### src/rtl/cpu_sequencer.sv
// Multi-cycle instruction sequencer: fetches byte-wide instructions, decodes operands,
// and drives an external ALU and register file. HALT and FAULT are terminal until reset.
module cpu_sequencer #(
  parameter logic [7:0]  PC_RESET      = 8'h00,
  parameter int unsigned FETCH_TIMEOUT = 15
) (
  input  logic       clk,
  input  logic       reset_n,
  input  logic       run,
  output logic       imem_req,
  output logic [7:0] imem_addr,
  input  logic       imem_ack,
  input  logic [7:0] imem_rdata,
  output logic       rf_rsel,
  input  logic [7:0] rf_rdata,
  output logic [7:0] alu_a,
  output logic [7:0] alu_b,
  output logic [2:0] alu_ctrl,
  input  logic [7:0] alu_result,
  output logic [7:0] acc,
  output logic [7:0] pc,
  output logic       retire,
  output logic       halted,
  output logic       fault
);

  typedef enum logic [2:0] {
    IDLE   = 3'd0,
    FETCH  = 3'd1,
    DECODE = 3'd2,
    EXEC   = 3'd3,
    HALT   = 3'd4,
    FAULT  = 3'd5
  } state_t;

  typedef enum logic [2:0] {
    OP_LOAD = 3'b000,
    OP_ADD  = 3'b001,
    OP_SUB  = 3'b010,
    OP_AND  = 3'b011,
    OP_OR   = 3'b100,
    OP_XOR  = 3'b101,
    OP_JMP  = 3'b110,
    OP_HLT  = 3'b111
  } opcode_t;

  // Last FETCH cycle index before the timeout fires; the counter starts at zero.
  localparam logic [7:0] TIMEOUT_LAST = 8'(FETCH_TIMEOUT - 1);

  state_t     state;
  state_t     state_next;
  logic [7:0] ir;
  logic [7:0] operand;
  logic [7:0] timeout_cnt;
  opcode_t    opcode;

  assign opcode = opcode_t'(ir[7:5]);

  // Status outputs decode straight from the state register, so an asynchronous
  // reset clears them in the same instant it clears the state.
  assign imem_req  = (state == FETCH);
  assign retire    = (state == EXEC);
  assign halted    = (state == HALT);
  assign fault     = (state == FAULT);
  assign imem_addr = pc;
  assign rf_rsel   = ir[0];
  assign alu_a     = acc;
  assign alu_b     = operand;
  assign alu_ctrl  = ir[7:5];

  // NOTE: sequential state uses non-blocking assignments so every register samples
  // pre-edge values, independent of the order of statements or processes.
  always_ff @(posedge clk or negedge reset_n) begin
    if (!reset_n) begin
      state <= IDLE;
    end else begin
      state <= state_next;
    end
  end

  // NOTE: state_next is defaulted before the case so no path leaves it unassigned,
  // which would otherwise infer a latch.
  always_comb begin
    state_next = state;
    case (state)
      IDLE: begin
        if (run) state_next = FETCH;
      end
      FETCH: begin
        if (imem_ack) begin
          state_next = DECODE;
        end else if (timeout_cnt == TIMEOUT_LAST) begin
          state_next = FAULT;
        end
      end
      DECODE: state_next = EXEC;
      EXEC: begin
        if (opcode == OP_HLT) begin
          state_next = HALT;
        end else if (run) begin
          state_next = FETCH;
        end else begin
          state_next = IDLE;
        end
      end
      HALT:    state_next = HALT;
      FAULT:   state_next = FAULT;
      default: state_next = IDLE;
    endcase
  end

  // The counter is held at zero outside FETCH, so every FETCH entry starts clean.
  always_ff @(posedge clk or negedge reset_n) begin
    if (!reset_n) begin
      timeout_cnt <= 8'h00;
    end else if (state == FETCH && !imem_ack) begin
      timeout_cnt <= timeout_cnt + 8'h01;
    end else begin
      timeout_cnt <= 8'h00;
    end
  end

  // ir only loads on an acknowledged fetch; acks in any other state are ignored.
  always_ff @(posedge clk or negedge reset_n) begin
    if (!reset_n) begin
      ir <= 8'h00;
    end else if (state == FETCH && imem_ack) begin
      ir <= imem_rdata;
    end
  end

  always_ff @(posedge clk or negedge reset_n) begin
    if (!reset_n) begin
      operand <= 8'h00;
    end else if (state == DECODE) begin
      operand <= ir[4] ? rf_rdata : {4'b0000, ir[3:0]};
    end
  end

  // pc + 1 wraps naturally at 8 bits.
  always_ff @(posedge clk or negedge reset_n) begin
    if (!reset_n) begin
      acc <= 8'h00;
      pc  <= PC_RESET;
    end else if (state == EXEC) begin
      case (opcode)
        OP_LOAD: begin
          acc <= operand;
          pc  <= pc + 8'h01;
        end
        OP_ADD, OP_SUB, OP_AND, OP_OR, OP_XOR: begin
          acc <= alu_result;
          pc  <= pc + 8'h01;
        end
        OP_JMP: begin
          pc <= operand;
        end
        default: begin
          // HLT leaves pc and acc as they are.
        end
      endcase
    end
  end

endmodule

### config.mk
export PLATFORM = sky130hd
export DESIGN_NAME = cpu_sequencer
export DESIGN_NICKNAME = d
export VERILOG_FILES = /design/src/rtl/cpu_sequencer.sv
export SDC_FILE = /design/constraint.sdc
export NUM_CORES = 1
export LEC_CHECK = 0
export ABC_CLOCK_PERIOD_IN_PS = 1600
export CELL_PAD_IN_SITES_DETAIL_PLACEMENT = 0
export CELL_PAD_IN_SITES_GLOBAL_PLACEMENT = 1
export CORE_MARGIN = 3
export CORE_UTILIZATION = 31
export DETAILED_ROUTE_END_ITERATION = 7
export MAX_ROUTING_LAYER = met4
export PLACE_DENSITY_LB_ADDON = 0.1
export SLEW_MARGIN = 30
export SYNTH_ARGS = -nofsm -noshare
export SYNTH_HDL_FRONTEND = slang
export SYNTH_SLANG_ARGS = --single-unit
### constraint.sdc
create_clock -name clk -period 1.6 [get_ports clk]
set_clock_uncertainty 0.05 [all_clocks]
set_input_delay 0.16 -clock clk [delete_from_list [all_inputs] [get_ports clk]]
set_output_delay 0.16 -clock clk [all_outputs]
set_load 0.005 [all_outputs]
==> impl_metrics.json, run 1 <==
{
  "overflow": 0,
  "final_area_um2": 3152,
  "hold_start": "rf_rdata[5]",
  "setup_viol": 0,
  "ir_drop_v": 0.0007617,
  "async_flop_share_pct": 100.0,
  "regToRegEndpoint": "state[0]",
  "port_buffers": 75,
  "num_vias": 1825,
  "maxCapViolations": 0,
  "yosysTopAreaCell": "dfrtp_1",
  "status": "finished clean",
  "ys_ff_latch": 43,
  "routed_via_density": 4.620,
  "final_cell_mix": "clkdlybuf4s50_1, dfrtp_1, nor2_1",
  "core-area_um2": 6907,
  "setup_slack_ps": 85.82,
  "crit_chain": "clkdlybuf4s50_1",
  "path_clk_slew_ps": 90,
  "synth_cells": 226,
  "p_leak_nw": 1.324,
  "hold_path_class": "input port to flip-flop",
  "tightest_slew_ps": 572.3,
  "drt_iter0_markers": 39,
  "final_common_cell": "clkdlybuf4s50_1",
  "power_density_nw_per_um2": 1823,
  "syn2layout_area_growth_pct": 40.96,
  "ys_warn_count": 0,
  "setup.worst_path.end_class": "output pin",
  "dpl_cell_area_um2": 3045,
  "clk_latency_ps": 290,
  "cp_slowest_cell": "clkdlybuf4s50_1",
  "finish.net_count": 329,
  "path_buf_inv": 1,
  "root_buffer": "clkbuf_8",
  "start_util_pct": 32.37,
  "mappedNetlistNets": 257,
  "cts.sinks": 43,
  "crit_family": "buffers and inverters",
  "required_ps": 1390,
  "place_congestion": 0.7804,
  "path_max_fanout": 7,
  "min_path_cells": 3,
  "slew_violations": 0,
  "yosysTopAreaCellShare_pct": 48.13,
  "antenna_found_initial": 0,
  "setup_tns_ps": 0,
  "antenna_cells": 0,
  "crit_type": "flip-flop to output pin",
  "die_h_um": 90.93,
  "reg2reg_slack_ps": 130,
  "rsz0062_at_grt": "false",
  "ys_seq_area_share_pct": 48.13,
  "whs_ps": 401.3,
  "wl_per_cell_um": 14.19,
  "io_pins": 76,
  "fp.dieArea_um2": 8267,
  "synth_area_leaders": "dfrtp_1, buf_4, a21oi_1",
  "cts_buffers": 5,
  "yosys_most_used_dff": "dfrtp_1",
  "syn_area_um2": 2236,
  "r2r_cells": 6,
  "min_period_ps": 1514,
  "detail-route-antenna-nets": 0,
  "row_count": 30,
  "die_x_um": 90.93,
  "finalHoldViolCount": 0,
  "cts_tree": "yes",
  "avgSynthCellArea_um2": 9.893,
  "slew_headroom_pct": 61.84,
  "synth_cell_types": 43,
  "grt_max_degree": 44,
  "fin_crit_sh_pct": 94.64,
  "clock.fmax_ghz": 0.6604,
  "max-clock-path-buffers": 2,
  "rr_startpoint": "state[2]",
  "track_usage_pct": 14.33,
  "hold-path-endpoint": "alu_b[5]",
  "post-place-ws_ps": -3.717,
  "first_global_vias": 1812,
  "worstSetupStartpointType": "flip-flop",
  "first_pass_iters": 4,
  "hpwl_um": 4136,
  "drive_gt1_share_pct": 16.72,
  "cts.htree.levels": 2,
  "grt_pass1_wl_um": 9252,
  "synth_edf_count": 0,
  "finish.utilization_pct": 45.63,
  "drc": 0,
  "wirelength_um": 5607,
  "cp.arrival_ps": 1300,
  "max_stage_delay_ps": 540
}
-- power breakdown --
| group | internal, mW | total [mW] | switching (mW) |
|---|---|---|---|
| Combinational | 1.84 | 2.99 | 1.15 |
| Clock | 0.299 | 0.687 | 0.387 |
| Sequential | 1.53 | 2.07 | 0.541 |
-- per-layer routing --
metal,global-route usage (%),vias up,part of all wire [%]
li1,-,913,-
met1,19.84,847,51
met2,21.09,58,43
met3,3.083,7,5.0
met4,4.146,0,1.2
met5,-,-,0
-- sequential cells by signal, indices dropped and copies added (netlist names) --
register and count:
acc 8, alu_b 8, imem_addr 8, ir 8, state 3, timeout_cnt 8
-- synthesized netlist by cell type (2+ instances only) --
| master | number |
|---|---|
| mux2i_1 | 12 |
| nand2_1 | 7 |
| a2bb2oi_1 | 2 |
| ha_1 | 3 |
| a21oi_1 | 24 |
| inv_1 | 9 |
| dfrtp_1 | 43 |
| o21ai_0 | 12 |
| nand4_1 | 5 |
| clkbuf_1 | 4 |
| a31oi_1 | 2 |
| xor2_1 | 4 |
| nand3b_1 | 2 |
| and2_1 | 3 |
| nor3_1 | 3 |
| nor2_1 | 26 |
| buf_2 | 4 |
| mux2_2 | 8 |
| or3_1 | 2 |
| o22ai_1 | 2 |
| nand3_1 | 8 |
| buf_4 | 20 |
-- per-stage QoR --
step           std cells  power, mW
2_1_floorplan        226      3.614
3_3_place_gp         385      5.075
3_5_place_dp         385      5.100
4_1_cts              394      5.803
5_1_grt              395      6.236
6_report             395      5.744
-- cell families after synthesis --
group	share of synthesized area, %
AND/OR/NAND/NOR	15.56
multiplexers	9.402
XOR/XNOR	1.959
AO/OA/AOI/OAI	12.98
flip-flops	48.13
adder cells (fa/ha/maj)	1.679
buffers and inverters	10.30
-- worst max-delay path by stage --
| stage | cells after the start | start | to |
|---|---|---|---|
| floorplan | 5 | state[1] | state[2] |
| global placement | 3 | imem_ack | ir[1] |
| detailed placement | 3 | imem_ack | ir[4] |
| CTS | 2 | ir[5] | alu_ctrl[0] |
| global route | 4 | state[1] | fault |
| finish | 1 | imem_addr[3] | imem_addr[3] |
-- worst reg2reg max path: cells and delay by family (launching register included) --
family / cells / cell delay, ps
buffers and inverters: 2 / 340
flip-flops: 1 / 440
AND/OR/NAND/NOR: 1 / 230
AO/OA/AOI/OAI: 3 / 330
-- area by class of cell --
cell class | count | area (um2)
Clock buffer | 5 | 68.82
Timing Repair Buffer | 94 | 900.9
Tap cell | 96 | 120.1
Sequential cell | 43 | 1079
Inverter | 9 | 33.78
Clock inverter | 3 | 15.01
Multi-Input combinational cell | 145 | 934.6
Fill cell | 695 | 3755
-- timing repair --
action,CTS,global route
cloned,0,0
resized for setup,6,5
hold buffers,1,0
endpoints found under the hold margin,43,0
setup endpoints to repair,4,13
setup buffers,0,1
Note: power is estimated with default switching activity, not from simulation.
==> run 2: changes to the inputs <==
Settings changed: SETUP_SLACK_MARGIN set to 0.4.
==> impl_metrics.json, run 2 (synthesis gave the netlist of run 1 again) <==
{
  "antenna_found_initial": 0,
  "place_congestion": 0.7878,
  "grt_pass1_wl_um": 11100,
  "wirelength_um": 7012,
  "tightest_slew_ps": 498.3,
  "die_x_um": 90.93,
  "maxCapViolations": 0,
  "cts.htree.levels": 2,
  "crit_type": "flip-flop to flip-flop",
  "status": "finished clean",
  "drt_iter0_markers": 50,
  "port_buffers": 75,
  "final_cell_mix": "buf_4, dfrtp_1, buf_6",
  "nFillCells": 655,
  "core-area_um2": 6907,
  "rr_startpoint": "state[1]",
  "clock.fmax_ghz": 0.6255,
  "fp.dieArea_um2": 8267,
  "crit_chain": "nand2b_4 -> buf_6 -> or3_4 -> buf_4 -> buf_6 -> buf_12 -> a21oi_2",
  "wl_per_cell_um": 15.14,
  "io_pins": 76,
  "track_usage_pct": 17.27,
  "p_leak_nw": 1.765,
  "grt_max_degree": 44,
  "cts_buffers": 5,
  "fin_crit_sh_pct": 99.92,
  "path_clk_slew_ps": 80,
  "slew_violations": 0,
  "worstSetupStartpointType": "flip-flop",
  "p_total_mw": 7.788,
  "hpwl_um": 4134,
  "final_common_cell": "buf_4",
  "power_density_nw_per_um2": 1922,
  "setup.worst_path.end_class": "flip-flop",
  "first_pass_iters": 4,
  "clk_latency_ps": 300,
  "startpoint": "state[1]",
  "cp.arrival_ps": 1780,
  "path_buf_inv": 4,
  "cts_tree": "yes",
  "ir_drop_v": 0.0007856,
  "required_ps": 1780,
  "path_max_fanout": 8,
  "root_buffer": "clkbuf_8",
  "detail-route-antenna-nets": 0,
  "crit_top_cell": "buf_6",
  "first_global_vias": 2140,
  "overflow": 0,
  "routed_via_density": 4.633,
  "drive_gt1_share_pct": 53.41,
  "antenna_cells": 0,
  "num_vias": 2145,
  "drc": 0,
  "finalHoldViolCount": 0,
  "die_h_um": 90.93,
  "start_util_pct": 32.37,
  "hold_path_class": "input port to asynchronous set/reset pin",
  "row_count": 30,
  "whs_ps": 305.2,
  "setup_viol": 0,
  "cp_slowest_cell": "dfrtp_1",
  "rsz0062_at_grt": "true",
  "syn2layout_area_growth_pct": 81.25,
  "max_stage_delay_ps": 380,
  "crit_family": "simple AND/OR/NAND/NOR gates",
  "slew_headroom_pct": 66.78,
  "cts.sinks": 43,
  "finish.net_count": 397,
  "finish.utilization_pct": 58.68,
  "min_period_ps": 1599,
  "max-clock-path-buffers": 2
}
[run 2: path summary, 6_finish.rpt]
kind	endpoint	slack, ps	cells after the start
setup / recovery	timeout_cnt[7]	1	7
hold / removal	acc[4]	310	3
setup reg to reg	timeout_cnt[7]	1	7
hold reg to reg	ir[1]	470	1
max in group asynchronous	state[0]	940	3
min in group clk	alu_b[6]	380	3
[run 2: what timing repair did]
action | CTS | global route
gates resized for setup | 118 | 122
setup buffers | 54 | 16
hold endpoints to repair | 43 | 0
pin swaps | 9 | 11
setup endpoints to repair | 91 | 77
hold buffers | 1 | 0
gates cloned | 1 | 1
[run 2: worst min-delay path, delay by kind of cell]
kind	cells	cell delay, ps
buffers and inverters	3	880
[run 2: power breakdown]
group | leakage, nW | total (mW) | switching [mW] | internal, mW
registers | 0.512 | 1.94 | 0.393 | 1.55
logic | 1.21 | 5.17 | 2.18 | 2.99
clock network | 0.0422 | 0.683 | 0.376 | 0.307
total | 1.77 | 7.79 | 2.95 | 4.84
[run 2: metal layers]
| layer | track usage (%) | wire, um |
|---|---|---|
| met5 | - | 0 |
| met4 | 3.518 | 55 |
| met3 | 3.750 | 302 |
| met2 | 26.24 | 3448 |
| met1 | 23.80 | 3204 |
[run 2: final cells by class]
cell class                      count  area (um2)  share of cell area [%]
Clock buffer                        7       76.32                   1.883
Clock inverter                      1       5.005                  0.1235
Inverter                            9       38.79                  0.9571
Multi-Input combinational cell    145        1247                   30.78
Sequential cell                    43        1087                   26.83
Tap cell                           96       120.1                   2.964
Timing Repair Buffer              162        1478                   36.46
[run 2: metrics by stage]
stage | setup TNS [ps] | cell area, um2 | std cells | worst slack [ps]
2_1_floorplan | 0 | 2310 | 226 | 51.69
3_3_place_gp | -41.78 | 3078 | 382 | -6.497
3_5_place_dp | -194.4 | 3078 | 382 | -30.44
4_1_cts | 0 | 3641 | 446 | 12.32
5_1_grt | -425.5 | 4053 | 463 | -48.42
6_report | 0 | 4053 | 463 | 1.280
==> run 3: changes to the inputs <==
Settings changed: CELL_PAD_IN_SITES_DETAIL_PLACEMENT 0 to not set, CELL_PAD_IN_SITES_GLOBAL_PLACEMENT 1 to not set, CORE_UTILIZATION 31 to 35, PLACE_DENSITY set to 0.67, PLACE_DENSITY_LB_ADDON 0.1 to not set.
==> impl_metrics.json, run 3 (synthesis gave the netlist of run 1 again) <==
{
  "clock.fmax_ghz": 0.6579,
  "wl_per_cell_um": 17.05,
  "clk_latency_ps": 300,
  "final_cell_mix": "buf_4, dfrtp_1, clkdlybuf4s50_1",
  "cts_buffers": 5,
  "io_pins": 76,
  "dp_cells": 358,
  "fin_crit_sh_pct": 95.00,
  "slew_violations": 0,
  "path_clk_slew_ps": 80,
  "fin_cells": 429,
  "final_common_cell": "buf_4",
  "cp.arrival_ps": 1680,
  "setup.worst_path.end_class": "flip-flop",
  "hpwl_um": 3889,
  "root_buffer": "clkbuf_8",
  "ir_drop_v": 0.0009728,
  "path_max_fanout": 3,
  "drc": 0,
  "place_congestion": 0.7821,
  "detail-route-antenna-nets": 0,
  "first_pass_iters": 4,
  "grt_pass1_wl_um": 10290,
  "dpl_cell_area_um2": 3029,
  "cts_tree": "yes",
  "r2r_cells": 4,
  "finish.utilization_pct": 65.09,
  "num_vias": 2259,
  "core-area_um2": 6061,
  "p_leak_nw": 1.706,
  "overflow": 0,
  "antenna_cells": 0,
  "setup_viol": 0,
  "maxCapViolations": 0,
  "port_buffers": 75,
  "syn2layout_area_growth_pct": 76.44,
  "required_ps": 1760,
  "drt_iter0_markers": 241,
  "final_area_um2": 3945,
  "finalHoldViolCount": 0,
  "start_util_pct": 36.89,
  "p_total_mw": 7.804,
  "min_period_ps": 1520,
  "wirelength_um": 7316,
  "status": "finished clean",
  "fp.dieArea_um2": 7383,
  "worstSetupStartpointType": "flip-flop",
  "cts.sinks": 43,
  "finish.net_count": 385,
  "antenna_found_initial": 0,
  "cts.htree.levels": 2,
  "slew_headroom_pct": 72.79,
  "power_density_nw_per_um2": 1978,
  "track_usage_pct": 18.47,
  "first_global_vias": 1979,
  "crit_type": "flip-flop to flip-flop",
  "grt_max_degree": 44,
  "routed_via_density": 5.266,
  "row_count": 28,
  "drive_gt1_share_pct": 51.98,
  "rsz0062_at_grt": "true",
  "max-clock-path-buffers": 2,
  "tightest_slew_ps": 408.2,
  "die_x_um": 85.93,
  "die_h_um": 85.93,
  "hold_path_class": "input port to asynchronous set/reset pin"
}
## run 3: routing by layer
| metal | wire length, um | global-route usage (%) | up-vias |
|---|---|---|---|
| met5 | 0 | - | - |
| met4 | 175 | 6.906 | 0 |
| met3 | 431 | 3.074 | 15 |
| met2 | 3618 | 27.54 | 87 |
| met1 | 3091 | 25.20 | 1128 |
| li1 | - | - | 1029 |
## run 3: layout make-up
cell class	instances	area (um2)
multi-input combinational	148	1291
clock buffer	5	68.82
timing repair buffer	147	1325
clock inverter	2	37.54
sequential	43	1087
fill	430	2116
inverter	9	41.29
tap	75	93.84
## run 3: worst paths after layout
path,startpoint,to,slack (ps)
max,state[2],state[2],80
min,reset_n,state[1],290
max reg2reg,state[2],state[2],80
min reg2reg,ir[3],ir[3],460
max in group asynchronous,reset_n,state[0],960
min in group clk,rf_rdata[4],alu_b[4],380
## run 3: critical path: stages (launching register included)
cell,delay [ps]
dfrtp_1,430
buf_6,150
or3_4,380
nand4b_1,200
a221oi_2,220
## run 3: where the power goes
part           total, mW  switching (mW)  internal [mW]
combinational       4.96            2.20           2.77
clock              0.841           0.385          0.456
sequential          2.00           0.451           1.55
total               7.80            3.04           4.77
## run 3: per-stage QoR
step	worst slack [ps]	hold slack (ps)	TNS, ps
2_1_floorplan	51.69	-185.6	0
6_report	79.94	295.0	0
3_5_place_dp	-26.76	103.5	-156.1
5_1_grt	13.16	354.9	0
4_1_cts	120.8	314.4	0
3_3_place_gp	5.132	101.2	0
## run 3: timing repair
action,CTS,global route
pin swaps,11,11
endpoints found under the setup margin,91,72
setup buffers,41,16
gates resized for setup,137,95
hold endpoints to repair,43,0
gates cloned,4,2
hold buffers,1,0
==> patch 1, RTL diff (flow settings as in run 3) <==
The 6 states of `state_t` get a one-hot encoding in 6 bits.
--- a/src/rtl/cpu_sequencer.sv
+++ b/src/rtl/cpu_sequencer.sv
@@ -24,13 +24,13 @@
   output logic       fault
 );
 
-  typedef enum logic [2:0] {
-    IDLE   = 3'd0,
-    FETCH  = 3'd1,
-    DECODE = 3'd2,
-    EXEC   = 3'd3,
-    HALT   = 3'd4,
-    FAULT  = 3'd5
+  typedef enum logic [5:0] {
+    IDLE   = 6'b000001,
+    FETCH  = 6'b000010,
+    DECODE = 6'b000100,
+    EXEC   = 6'b001000,
+    HALT   = 6'b010000,
+    FAULT  = 6'b100000
   } state_t;
 
   typedef enum logic [2:0] {
Behaviour: same outputs for any inputs over 10 cycles, from zero or initial values and one cycle with reset_n low; not proved beyond that.
==> patch 1 against run 3 <==
The flow now finishes with violations (negative setup slack); sequential cell count increased by 3; critical path depth up 2; clock power is 16% lower; non-clock buffer count grew 4; setup slack lost 420 ps; synthesized area grew 5.5%; first-iteration DRC count shrank 46%; sequential power shrank 8%; power shrank 30%; core utilization decreased by 4.4 points; die area increased by 5.2%; highest routed layer unchanged; largest power group unchanged; routed wire length decreased by 6.6%; hold slack gained 8.2 ps; design area decreased by 0.70%.
==> patch 1: results (changes against run 3) <==
[status]
violations=negative setup slack
outcome=finished, violations left  ; was complete, no violations

[global_routing]
antenna_found_initial=0  ; unchanged
grt_max_degree=47  ; was 44
gr-usage-met2_pct=31.2  ; was 27.5%
grtUsageTotal_pct=18.0  ; was 18.5%
grt.met1_usage_pct=20.9  ; was 25.2%
use_met3_pct=2.92  ; was 3.07%
grt_pass1_wl_microns=10400  ; was 10300 microns

[sta]
worst_slew_pin_slew_ps=421  ; was 408 ps
setup_tns_ps=-11970  ; was 0 ps
setup_ws_ps=-337  ; was 79.9 ps
setup_viol=49  ; was 0

[routing]
via_per_inst=5.05  ; was 5.27
met3_length_microns=240  ; was 431 microns
initialDrtViolationCount=131  ; was 241
wl_met1_microns=2900  ; was 3090 microns
vias=2232  ; was 2259
drt-pass1-iter-count=4  ; unchanged
wire_per_inst_microns=15.5  ; was 17.1 microns
met2_length_microns=3570  ; was 3620 microns

[cts]
cts-htree-levels=2  ; unchanged
numCtsBuffers=5  ; unchanged
ctsResizeCount=133  ; was 137
cts_setup_buffers=34  ; was 41

[yosys]
ys_seq_area_share_pct=48.8  ; was 48.1%
yosysUniqueCellTypes=46  ; was 43
synth.avg_cell_area_sq_um=10.1  ; was 9.89 sq um
ys.warnings.count=0  ; unchanged
yosys-top-cells-area=dfrtp_1 (48%), buf_4 (6.7%), mux2i_1 (5.5%)  ; was dfrtp_1 (48%), buf_4 (6.7%), a21oi_1 (5.4%)
synth_common_cells=dfrtp_1 (45), nand2_1 (24), buf_4 (21)  ; was dfrtp_1 (43), nor2_1 (26), a21oi_1 (24)
syn-num-nets=264  ; was 257
synth_ff_type=dfrtp_1  ; unchanged

[worst_setup_path]
critPathSlowestCell=or4_4  ; was dfrtp_1
cp_slowest_stage_delay_ps=530  ; was 430 ps
path_max_fanout=8  ; was 3
critical_path_arrival_ps=2090  ; was 1680 ps
startpoint=state[1]  ; was state[2]
r2r_end=alu_b[5]  ; was state[2]
r2r_cells=6  ; was 4

[power_and_ir_drop]
peakVddDrop_v=0.000842  ; was 0.000973 V
power_frac_seq_pct=33.9  ; was 25.6%
p_per_area_mw_per_mm2=1380  ; was 1980 mW/mm^2
p_switching_mw=1.88  ; was 3.04 mW
leakage_nw=1.76  ; was 1.71 nW
power_combinational_mw=2.88  ; was 4.96 mW

[finish]
final_layout_size_suffix_gt1_share_pct=44.1  ; was 52.0%
diodes=0  ; unchanged
fin_nets=395  ; was 385

[place]
portBuffers=75  ; unchanged
hpwl_microns=4250  ; was 3890 microns
dp.cells=380  ; was 358
globalplace.congestion=0.750  ; was 0.782

[worst_hold_path]
hp-class=input port to asynchronous set/reset pin  ; unchanged

==> patch 1: metrics by stage <==
stage	hold slack [ps]	setup slack (ps)	area (sq um)
6_report	303	-337	3920
5_1_grt	352	-383	3920
4_1_cts	318	-329	3600
3_5_place_dp	116	-310	3230
3_3_place_gp	116	-295	3230
2_1_floorplan	-186	-339	2400
==> patch 1: logic make-up after synthesis <==
family          Yosys count  synth area share [%]
flops                    46                  48.8
fa+ha+maj                 3                  1.59
compound gates           44                  11.7
mux                      21                  9.33
simple gates             79                  16.9
buf+inv                  33                  9.07
xor+xnor                  7                  2.60
==> patch 1: cell type report <==
type / count / area [sq um]
flip-flops and latches: 46 / 1160
repair buffers: 151 / 1360
multi-input cells: 154 / 1190
inverters: 6 / 22.5
fillers: 531 / 2540
clock inverters: 2 / 13.8
clock buffers: 6 / 72.6
well taps: 77 / 96.3
==> patch 2, RTL diff (config.mk and constraints of run 3) <==
Without the edit above. The parameter `FETCH_TIMEOUT` goes from 15 to 7.
--- a/src/rtl/cpu_sequencer.sv
+++ b/src/rtl/cpu_sequencer.sv
@@ -2,7 +2,7 @@
 // and drives an external ALU and register file. HALT and FAULT are terminal until reset.
 module cpu_sequencer #(
   parameter logic [7:0]  PC_RESET      = 8'h00,
-  parameter int unsigned FETCH_TIMEOUT = 15
+  parameter int unsigned FETCH_TIMEOUT = 7
 ) (
   input  logic       clk,
   input  logic       reset_n,
Function: changed (a bounded check fails within 10 cycles, from zero or initial values and one cycle with reset_n low).
==> patch 2 against run 3 <==
Clock power shrank 19%; routed wire length fell by 3.8%; highest routed layer unchanged; combinational power increased by 9.1%; power up 3.5%; sequential cell count is the same; setup slack lost 50 ps; sequential share of layout area shrank 1.3 points; critical path depth rose by 3; die area is 0.27% higher; design area increased by 4.9%; synthesized area rose by 0.28%; global-route usage decreased by 0.27 points; final cell count up 3.0%.
==> patch 2: results (changes against run 3) <==
[yosys]
ys_ff_latch=43  ; unchanged
synth.avg_cell_area_sq_um=10.0  ; was 9.89 sq um
ys.warnings.count=0  ; unchanged
synth_common_cells=dfrtp_1 (43), nor2_1 (27), a21oi_1 (22)  ; was dfrtp_1 (43), nor2_1 (26), a21oi_1 (24)
yosysUniqueCellTypes=44  ; was 43
ys_seq_area_share_pct=48.0  ; was 48.1%
yosys-top-cells-area=dfrtp_1 (48%), buf_4 (6.7%), mux2i_1 (5.4%)  ; was dfrtp_1 (48%), buf_4 (6.7%), a21oi_1 (5.4%)
synth_ff_type=dfrtp_1  ; unchanged
syn-num-nets=255  ; was 257
async_reset_ff_share_pct=100  ; unchanged

[finish]
finalNonFillerCells=442  ; was 429
n_fill_cell=453  ; was 430
diodes=0  ; unchanged
fin_nets=397  ; was 385
final_layout_size_suffix_gt1_share_pct=53.7  ; was 52.0%

[cts]
cts_root_buf=clkbuf_8  ; unchanged
cts-htree-levels=2  ; unchanged
clkSlewWorstSetupHoldPaths_ps=80  ; about the same
cts_setup_buffers=51  ; was 41
numCtsBuffers=5  ; unchanged
clock_path_buffers=2  ; unchanged
cts_hold_buf=1  ; unchanged
ctsResizeCount=133  ; was 137
insertion_delay_ps=300  ; about the same

[routing]
routed_wl_microns=7040  ; was 7320 microns
via_per_inst=5.05  ; was 5.27
drt-pass1-iter-count=4  ; unchanged
initialDrtViolationCount=80  ; was 241

[global_routing]
grt_pass1_wl_microns=10400  ; was 10300 microns
antenna_found_initial=0  ; unchanged
grt_max_degree=28  ; was 44
grt_pass1_vias=2180  ; was 1979
grtUsageTotal_pct=18.2  ; was 18.5%

[power_and_ir_drop]
leakage_nw=1.85  ; was 1.71 nW
peakVddDrop_v=0.000957  ; was 0.000973 V

[place]
place_ws_ps=5.76  ; was -26.8 ps
globalplace.congestion=0.822  ; was 0.782
placed_area_sq_mm=0.00312  ; was 0.00303 sq mm
dp.cells=365  ; was 358
portBuffers=75  ; unchanged
hpwl_microns=4130  ; was 3890 microns

[worst_hold_path]
hp-class=input port to asynchronous set/reset pin  ; unchanged

[status]
outcome=complete, no violations  ; unchanged

[worst_setup_path]
critical_path_arrival_ps=1740  ; was 1680 ps
path_max_fanout=5  ; was 3

[sta]
slew_headroom_pct=67.9  ; was 72.8%

[patch 2: cell count changes after synthesis, sizes merged, moves of 2 or more]
cell / change
nand4: -4
o21ai: -2
a22o: +2
nand3: +2
a21oi: -3
[patch 2: critical path: stages (launching register included)]
cell     delay (ps)
dfrtp_2         410
buf_6           130
buf_6           120
buf_6           110
nor3b_4         300
buf_6           190
nand3_2          70
o21ai_1         100
[patch 2: routing by layer]
layer	track usage [%]	wire (microns)
met4	4.32	79
met5	-	0
met2	30.8	3510
met3	3.46	411
met1	22.5	3040
[patch 2: worst paths after layout]
check | from | end | slack (ps) | cells after the start
worst max-delay path | state[2] | alu_b[5] | 30 | 7
worst min-delay path | reset_n | acc[0] | 270 | 2
worst max register to register | state[2] | alu_b[5] | 30 | 7
worst min register to register | ir[2] | ir[2] | 480 | 1
max in group asynchronous | reset_n | imem_addr[3] | 730 | 3
min in group clk | rf_rdata[4] | alu_b[4] | 390 | 3
[patch 2: logic make-up after synthesis]
group           Yosys count  share of synthesized area (%)
simple gates             67                           16.0
compound gates           47                           12.3
flops                    43                           48.0
buf+inv                  38                           10.3
mux                      20                           9.38
xor+xnor                  6                           2.34
fa+ha+maj                 3                           1.67
[patch 2: area by class of cell]
cell class	instances	area (sq um)	share of cell area, %
clock buffers	5	68.8	1.66
well taps	75	93.8	2.27
clock inverters	3	15.0	0.363
inverters	10	40.0	0.967
flip-flops and latches	43	1090	26.3
multi-input cells	144	1300	31.3
repair buffers	162	1540	37.1
[patch 2: where the power goes]
group	internal (mW)	total, mW	switching (mW)
Clock	0.299	0.681	0.382
Combinational	3.20	5.41	2.21
Sequential	1.55	1.99	0.436
